--- src/rtl/tt_um_haz_detect_if.sv ---
// tt_um_haz_detect_if: issue/resolution inputs and hazard indications of the detector
interface tt_um_haz_detect_if;
  logic       in_valid;
  logic [2:0] in_rd;
  logic [2:0] in_rs1;
  logic [2:0] in_rs2;
  logic       in_load;
  logic       in_mul;
  logic       in_branch;
  logic       in_pred;
  logic       res_valid;
  logic       res_taken;
  logic       freeze;
  logic       flush;
  logic       data;
  logic       fwrd;
  logic       str;
  logic       ctrl;
  logic       branch;
  logic       crct;
  modport master (
    output in_valid, in_rd, in_rs1, in_rs2, in_load, in_mul, in_branch, in_pred,
           res_valid, res_taken, freeze, flush,
    input  data, fwrd, str, ctrl, branch, crct
  );
  modport slave (
    input  in_valid, in_rd, in_rs1, in_rs2, in_load, in_mul, in_branch, in_pred,
           res_valid, res_taken, freeze, flush,
    output data, fwrd, str, ctrl, branch, crct
  );
endinterface

--- src/rtl/tt_um_haz_detect.sv ---
// tt_um_haz_detect: data, structural and control hazard detector over an EX/MEM/WB shadow pipeline
module tt_um_haz_detect #(
  parameter int MUL_LAT = 3
) (
  input logic clk,
  input logic rst_n,
  tt_um_haz_detect_if.slave bus
);
  typedef struct packed {
    logic       v;
    logic [2:0] rd;
    logic       ld;
  } stage_t;
  stage_t     ex_q, ex_d, mem_q, mem_d, wb_unused_q, wb_unused_d;
  logic [2:0] busy_q, busy_d;
  logic       pend_q, pend_d, pred_q, pred_d;
  logic       data_q, data_d, fwrd_q, fwrd_d, str_q, str_d;
  logic       ctrl_q, ctrl_d, branch_q, branch_d, crct_q, crct_d;
  logic       acc, ex1, ex2, mem1, mem2, rslv, take;
  always_comb begin
    acc = bus.in_valid & ~bus.freeze & ~bus.flush;
    ex1 = ex_q.v && bus.in_rs1 != 3'd0 && bus.in_rs1 == ex_q.rd;
    ex2 = ex_q.v && bus.in_rs2 != 3'd0 && bus.in_rs2 == ex_q.rd;
    mem1 = mem_q.v && bus.in_rs1 != 3'd0 && bus.in_rs1 == mem_q.rd;
    mem2 = mem_q.v && bus.in_rs2 != 3'd0 && bus.in_rs2 == mem_q.rd;
    data_d = bus.in_valid & (ex1 | ex2 | mem1 | mem2);
    fwrd_d = data_d & ~(ex_q.ld & (ex1 | ex2));
    ex_d = bus.flush ? stage_t'(0) : acc ? stage_t'({1'b1, bus.in_rd, bus.in_load}) : stage_t'(0);
    mem_d = bus.flush ? stage_t'(0) : ex_q;
    wb_unused_d = bus.flush ? stage_t'(0) : mem_q;
    busy_d = (acc & bus.in_mul) ? 3'(MUL_LAT - 1) : (busy_q == 3'd0) ? 3'd0 : busy_q - 3'd1;
    str_d = bus.in_valid & bus.in_mul & (busy_q != 3'd0);
    rslv = pend_q & bus.res_valid;
    // a new branch may take over the tracker only when it is free or freeing this cycle
    take = acc & bus.in_branch & (~pend_q | rslv);
    pend_d = bus.flush ? 1'b0 : take ? 1'b1 : rslv ? 1'b0 : pend_q;
    pred_d = take ? bus.in_pred : pred_q;
    ctrl_d = pend_d | rslv;
    branch_d = rslv;
    crct_d = rslv & (bus.res_taken == pred_q);
  end
  always_ff @(posedge clk) begin
    if (!rst_n) begin
      ex_q <= '0;
      mem_q <= '0;
      wb_unused_q <= '0;
      busy_q <= '0;
      pend_q <= 1'b0;
      pred_q <= 1'b0;
      data_q <= 1'b0;
      fwrd_q <= 1'b0;
      str_q <= 1'b0;
      ctrl_q <= 1'b0;
      branch_q <= 1'b0;
      crct_q <= 1'b0;
    end else begin
      ex_q <= ex_d;
      mem_q <= mem_d;
      wb_unused_q <= wb_unused_d;
      busy_q <= busy_d;
      pend_q <= pend_d;
      pred_q <= pred_d;
      data_q <= data_d;
      fwrd_q <= fwrd_d;
      str_q <= str_d;
      ctrl_q <= ctrl_d;
      branch_q <= branch_d;
      crct_q <= crct_d;
    end
  end
  assign bus.data = data_q;
  assign bus.fwrd = fwrd_q;
  assign bus.str = str_q;
  assign bus.ctrl = ctrl_q;
  assign bus.branch = branch_q;
  assign bus.crct = crct_q;
endmodule

--- src/flat_wrapper.sv ---
// flat-port wrapper written by rule: the top's interface ports become plain ports
module tt_um_haz_detect_flat 
#(
  parameter int MUL_LAT = 3
)
  (clk, rst_n, bus_in_valid, bus_in_rd, bus_in_rs1, bus_in_rs2, bus_in_load, bus_in_mul, bus_in_branch, bus_in_pred, bus_res_valid, bus_res_taken, bus_freeze, bus_flush, bus_data, bus_fwrd, bus_str, bus_ctrl, bus_branch, bus_crct);
  tt_um_haz_detect_if bus_i ();
  input logic clk;
  input logic rst_n;
  input wire logic [$bits(bus_i.in_valid)-1:0] bus_in_valid;
  input wire logic [$bits(bus_i.in_rd)-1:0] bus_in_rd;
  input wire logic [$bits(bus_i.in_rs1)-1:0] bus_in_rs1;
  input wire logic [$bits(bus_i.in_rs2)-1:0] bus_in_rs2;
  input wire logic [$bits(bus_i.in_load)-1:0] bus_in_load;
  input wire logic [$bits(bus_i.in_mul)-1:0] bus_in_mul;
  input wire logic [$bits(bus_i.in_branch)-1:0] bus_in_branch;
  input wire logic [$bits(bus_i.in_pred)-1:0] bus_in_pred;
  input wire logic [$bits(bus_i.res_valid)-1:0] bus_res_valid;
  input wire logic [$bits(bus_i.res_taken)-1:0] bus_res_taken;
  input wire logic [$bits(bus_i.freeze)-1:0] bus_freeze;
  input wire logic [$bits(bus_i.flush)-1:0] bus_flush;
  output wire logic [$bits(bus_i.data)-1:0] bus_data;
  output wire logic [$bits(bus_i.fwrd)-1:0] bus_fwrd;
  output wire logic [$bits(bus_i.str)-1:0] bus_str;
  output wire logic [$bits(bus_i.ctrl)-1:0] bus_ctrl;
  output wire logic [$bits(bus_i.branch)-1:0] bus_branch;
  output wire logic [$bits(bus_i.crct)-1:0] bus_crct;
  assign bus_i.in_valid = bus_in_valid;
  assign bus_i.in_rd = bus_in_rd;
  assign bus_i.in_rs1 = bus_in_rs1;
  assign bus_i.in_rs2 = bus_in_rs2;
  assign bus_i.in_load = bus_in_load;
  assign bus_i.in_mul = bus_in_mul;
  assign bus_i.in_branch = bus_in_branch;
  assign bus_i.in_pred = bus_in_pred;
  assign bus_i.res_valid = bus_res_valid;
  assign bus_i.res_taken = bus_res_taken;
  assign bus_i.freeze = bus_freeze;
  assign bus_i.flush = bus_flush;
  assign bus_data = bus_i.data;
  assign bus_fwrd = bus_i.fwrd;
  assign bus_str = bus_i.str;
  assign bus_ctrl = bus_i.ctrl;
  assign bus_branch = bus_i.branch;
  assign bus_crct = bus_i.crct;
  tt_um_haz_detect #(.MUL_LAT(MUL_LAT)) u_core (.clk(clk), .rst_n(rst_n), .bus(bus_i));
endmodule
--- config.mk ---
export PLATFORM = sky130hd
export DESIGN_NAME = tt_um_haz_detect_flat
export DESIGN_NICKNAME = d
export VERILOG_FILES = /design/src/rtl/tt_um_haz_detect_if.sv /design/src/rtl/tt_um_haz_detect.sv /design/src/flat_wrapper.sv
export SDC_FILE = /design/constraint.sdc
export NUM_CORES = 1
export LEC_CHECK = 0
export ABC_AREA = 1
export BUFFER_PORTS_ARGS = -buffer_cell sky130_fd_sc_hd__buf_2
export CORE_MARGIN = 2
export CORE_UTILIZATION = 52
export DETAILED_ROUTE_END_ITERATION = 8
export PLACE_DENSITY = 0.86
export SKIP_CTS_REPAIR_TIMING = 1
export SLEW_MARGIN = 15
export SYNTH_ARGS = -nofsm -noshare
export SYNTH_HDL_FRONTEND = slang
export SYNTH_SLANG_ARGS = --single-unit
--- constraint.sdc ---
create_clock -name clk -period 2.14 [get_ports clk]
set_input_delay 0.107 -clock clk [delete_from_list [all_inputs] [get_ports clk]]
set_output_delay 0.107 -clock clk [all_outputs]
set_load 0.02 [all_outputs]
==> flow_summary.html <==
<table>
<tr><th>Metric</th><th>Value</th></tr>
<tr><th colspan="2">STA</th></tr>
<tr><td>RSZ-0062 raised after global routing</td><td>no</td></tr>
<tr><td>Number of pins exceeding their max-slew limit in the final report</td><td>0</td></tr>
<tr><td>Clock skew</td><td>0.9182 ps</td></tr>
<tr><td>Time the worst path needs with I/O delays and setup</td><td>1068 ps</td></tr>
<tr><td>Minimum setup slack in the final design</td><td>1072 ps</td></tr>
<tr><td>Final Setup Violations</td><td>0</td></tr>
<tr><td>Remaining max-slew budget at the tightest pin</td><td>between 80% and 90%</td></tr>
<tr><td>Final sum of negative setup slack</td><td>0 ps</td></tr>
<tr><td>Maximum clock rate</td><td>about 940 MHz</td></tr>
<tr><td>Worst-margin pin slew</td><td>around 190 ps</td></tr>
<tr><td>Period utilisation layout</td><td>around half</td></tr>
<tr><td>Final hold violation count</td><td>0</td></tr>
<tr><th colspan="2">Outcome</th></tr>
<tr><td>Outcome</td><td>complete, no violations</td></tr>
<tr><th colspan="2">Yosys</th></tr>
<tr><td>Number of cells produced by synthesis</td><td>roughly 130</td></tr>
<tr><td>Synth area leaders</td><td>dfxtp_1 (46%), nand2_1 (13%), nor2_1 (9.4%)</td></tr>
<tr><td>Area share of the largest cell type after synthesis</td><td>between 40% and 50%</td></tr>
<tr><td>Unique masters post-synth</td><td>17</td></tr>
<tr><td>Yosys warnings</td><td>0</td></tr>
<tr><td>Post-synthesis register bit count</td><td>20</td></tr>
<tr><td>Post-synthesis sequential area ratio</td><td>between 40% and 50%</td></tr>
<tr><td>Total standard cell area after synthesis</td><td>between 800 and 900 µm²</td></tr>
<tr><td>Total nets after synthesis</td><td>149</td></tr>
<tr><td>Avg Cell Area, Syn</td><td>about 6.8 µm²</td></tr>
<tr><td>Library cell occupying the most area in the post-synthesis netlist</td><td>dfxtp_1</td></tr>
<tr><th colspan="2">Clock tree</th></tr>
<tr><td>Clock buffers created by TritonCTS</td><td>3</td></tr>
<tr><td>Clock Tree Buf Depth</td><td>2</td></tr>
<tr><td>Buffer cell driving the clock tree root</td><td>clkbuf_4</td></tr>
<tr><td>Clock latency on the worst-skew pair</td><td>300 ps</td></tr>
<tr><td>CTS H-tree lvls</td><td>1</td></tr>
<tr><td>Clock sink count</td><td>20</td></tr>
<tr><td>CTS tree</td><td>yes</td></tr>
<tr><td>Clock transition at the registers of the reported paths</td><td>approximately 110 ps</td></tr>
<tr><th colspan="2">Detailed routing</th></tr>
<tr><td>Number of vias per cell</td><td>4.855</td></tr>
<tr><td>Residual DRC count</td><td>0</td></tr>
<tr><td>Vias after detailed routing</td><td>840</td></tr>
<tr><td>Number of DRC markers after the initial detailed-route iteration</td><td>10</td></tr>
<tr><td>Total iterations of the first detailed-routing run</td><td>4</td></tr>
<tr><td>Overall routed net length</td><td>approximately 1.8 mm</td></tr>
<tr><td>Residual antenna-violating net count after detailed routing</td><td>0</td></tr>
<tr><td>Average wire per cell in the routed design</td><td>10.66 µm</td></tr>
<tr><th colspan="2">Finish</th></tr>
<tr><td>Final Core Density</td><td>between 60% and 70%</td></tr>
<tr><td>P&amp;R area growth vs syn</td><td>20.74%</td></tr>
<tr><td>Count of fill cells added during filler insertion</td><td>roughly 140</td></tr>
<tr><td>Final #Nets</td><td>around 180</td></tr>
<tr><td>Antenna fix cells</td><td>0</td></tr>
<tr><td>Fraction of final layout cells sized beyond drive strength 1</td><td>between 20% and 30%</td></tr>
<tr><th colspan="2">Global route</th></tr>
<tr><td>Via count of the first global-routing pass</td><td>~800</td></tr>
<tr><td>Maximum number of pins on one net before global-route repair</td><td>12</td></tr>
<tr><td>GRT met1 Usage</td><td>between 20% and 30%</td></tr>
<tr><td>Overall track demand over capacity in global routing</td><td>between 20% and 30%</td></tr>
<tr><td>Number of antenna violations at the first check in global routing</td><td>0</td></tr>
<tr><td>Met2 global-route usage</td><td>a little under two fifths</td></tr>
<tr><td>Overflow after GRT</td><td>0</td></tr>
<tr><td>Busiest metal layer after global routing</td><td>met2</td></tr>
<tr><td>Global routing usage on met3</td><td>under 10%</td></tr>
<tr><td>Wire length of the first global-routing pass</td><td>~3.1 mm</td></tr>
<tr><th colspan="2">Setup path</th></tr>
<tr><td>Crit Path Class</td><td>register to register</td></tr>
<tr><td>Type of element capturing the critical path</td><td>register</td></tr>
<tr><td>Crit-path max FO</td><td>4</td></tr>
<tr><td>Required time worst endpoint</td><td>around 2400 ps</td></tr>
<tr><td>Critical Path Start Type</td><td>register</td></tr>
<tr><td>Worst path arrival time</td><td>roughly 1300 ps</td></tr>
<tr><th colspan="2">Floorplanning</th></tr>
<tr><td>Standard-cell row count</td><td>14</td></tr>
<tr><td>Die Wd</td><td>45.01 µm</td></tr>
<tr><td>Chip height</td><td>45.01 µm</td></tr>
<tr><td>Ports</td><td>26</td></tr>
<tr><td>Effective utilization at floorplan</td><td>a little under three fifths</td></tr>
<tr><td>Core footprint</td><td>1541 µm²</td></tr>
<tr><td>Die Outline Area</td><td>just over 2000 µm²</td></tr>
<tr><th colspan="2">Pwr</th></tr>
<tr><td>Total Power</td><td>roughly 770 µW</td></tr>
<tr><td>P per Cell Area</td><td>about 730 nW/µm²</td></tr>
<tr><td>Leakage power</td><td>0.5428 nW</td></tr>
<tr><td>Worst vdd ir</td><td>slightly above 0.5 mV</td></tr>
<tr><th colspan="2">Placed design</th></tr>
<tr><td>Worst slack after detailed placement</td><td>~1100 ps</td></tr>
<tr><td>Detailed-placement wirelength estimate</td><td>about 1.5 mm</td></tr>
<tr><td>Buffers on Ports</td><td>25</td></tr>
<tr><td>Weighted congestion reported at the end of routability-driven placement</td><td>between 0.7 and 0.8</td></tr>
<tr><th colspan="2">Run</th></tr>
<tr><td>Total of max-cap violations</td><td>0</td></tr>
<tr><th colspan="2">Min path</th></tr>
<tr><td>HP Class</td><td>input port to register</td></tr>
</table>
[layout by cell type (no fill, tap or decap), types with 2 or more instances in the layout]
| cell | instances |
|---|---|
| clkbuf_4 | 3 |
| dfxtp_1 | 20 |
| a21oi_1 | 5 |
| nor2_2 | 4 |
| nor3_1 | 2 |
| nand2_1 | 31 |
| inv_2 | 6 |
| nand2_2 | 2 |
| nand3_1 | 6 |
| o211ai_1 | 4 |
| buf_2 | 25 |
| nor2_1 | 22 |
| inv_1 | 20 |
[flip-flops by register name, indices dropped and copies added (netlist names)]
register and cells:
u_core.busy_q 3, u_core.bus.ctrl 1, u_core.pend_q 1, u_core.pred_q 1, u_core.ex_q 5, u_core.bus.fwrd 1, u_core.bus.crct 1, u_core.bus.branch 1
u_core.bus.str 1, u_core.bus.data 1, u_core.mem_q 4
[metrics by stage]
| stage | instances | hold slack [ps] | instance area (µm²) |
|---|---|---|---|
| detailed placement | 169 | 329.8 | 1020 |
| global placement | 169 | 321.7 | 1020 |
| finish | 173 | 5.001 | 1056 |
| global route | 173 | 8.679 | 1056 |
| floorplan | 128 | 219.2 | 874.6 |
| CTS | 173 | 10.38 | 1056 |
[cell usage after synthesis (all sizes together)]
cell type  instances
nor3b              1
inv               26
nand3              6
a21oi              5
xor2               1
a31oi              1
dfxtp             20
o211ai             4
nor3               2
nand2             33
o21ai              2
nor2              26
ha                 1
[logic make-up (layout without fill, tap and decap cells)]
kind of cell	Yosys count	in the layout	share of synthesized area, %
adders and majority gates	1	1	1.430
and+or+nand+nor	68	68	32.47
AOI/OAI and AO/OA	12	12	8.154
xor gates and xnor gates	1	1	1.002
DFF	20	20	45.78
buffers and inverters	26	55	11.16
[final timing paths]
check	startpoint	to	slack (ps)	cells after the start
min	bus_in_rd[2]	u_core.ex_q[3]	5	3
min reg2reg	u_core.busy_q[0]	u_core.busy_q[0]	440	1
max	u_core.ex_q[3]	u_core.bus.data	1070	9
max reg2reg	u_core.ex_q[3]	u_core.bus.data	1070	9
[layer usage]
| metal | vias up | part of all wire [%] |
|---|---|---|
| met4 | 0 | 2.5 |
| met1 | 352 | 42 |
| met5 | - | 0 |
| met2 | 30 | 49 |
| met3 | 7 | 6.0 |
| li1 | 451 | - |
[report_power, final]
group	internal, mW	switching, mW
Sequential	0.400	0.0141
Combinational	0.0541	0.0777
Clock	0.104	0.117
[final cells by class]
class,count,area (µm²),share of cell area [%]
Sequential cell,20,400.4,37.91
Multi-Input combinational cell,82,376.6,35.66
Timing Repair Buffer,25,125.1,11.85
Inverter,26,97.59,9.242
Clock buffer,4,36.28,3.436
Tap cell,16,20.02,1.896
[critical path: stages (launching register included)]
cell and delay [ps]:
dfxtp_1 400, inv_2 50, nand2_1 70, nand2_1 50
nand3_1 70, nor2_1 50, nor2_2 130, nand2_2 60
nand2_2 70, inv_1 40
No activity file was read; power rests on OpenSTA's default activity.
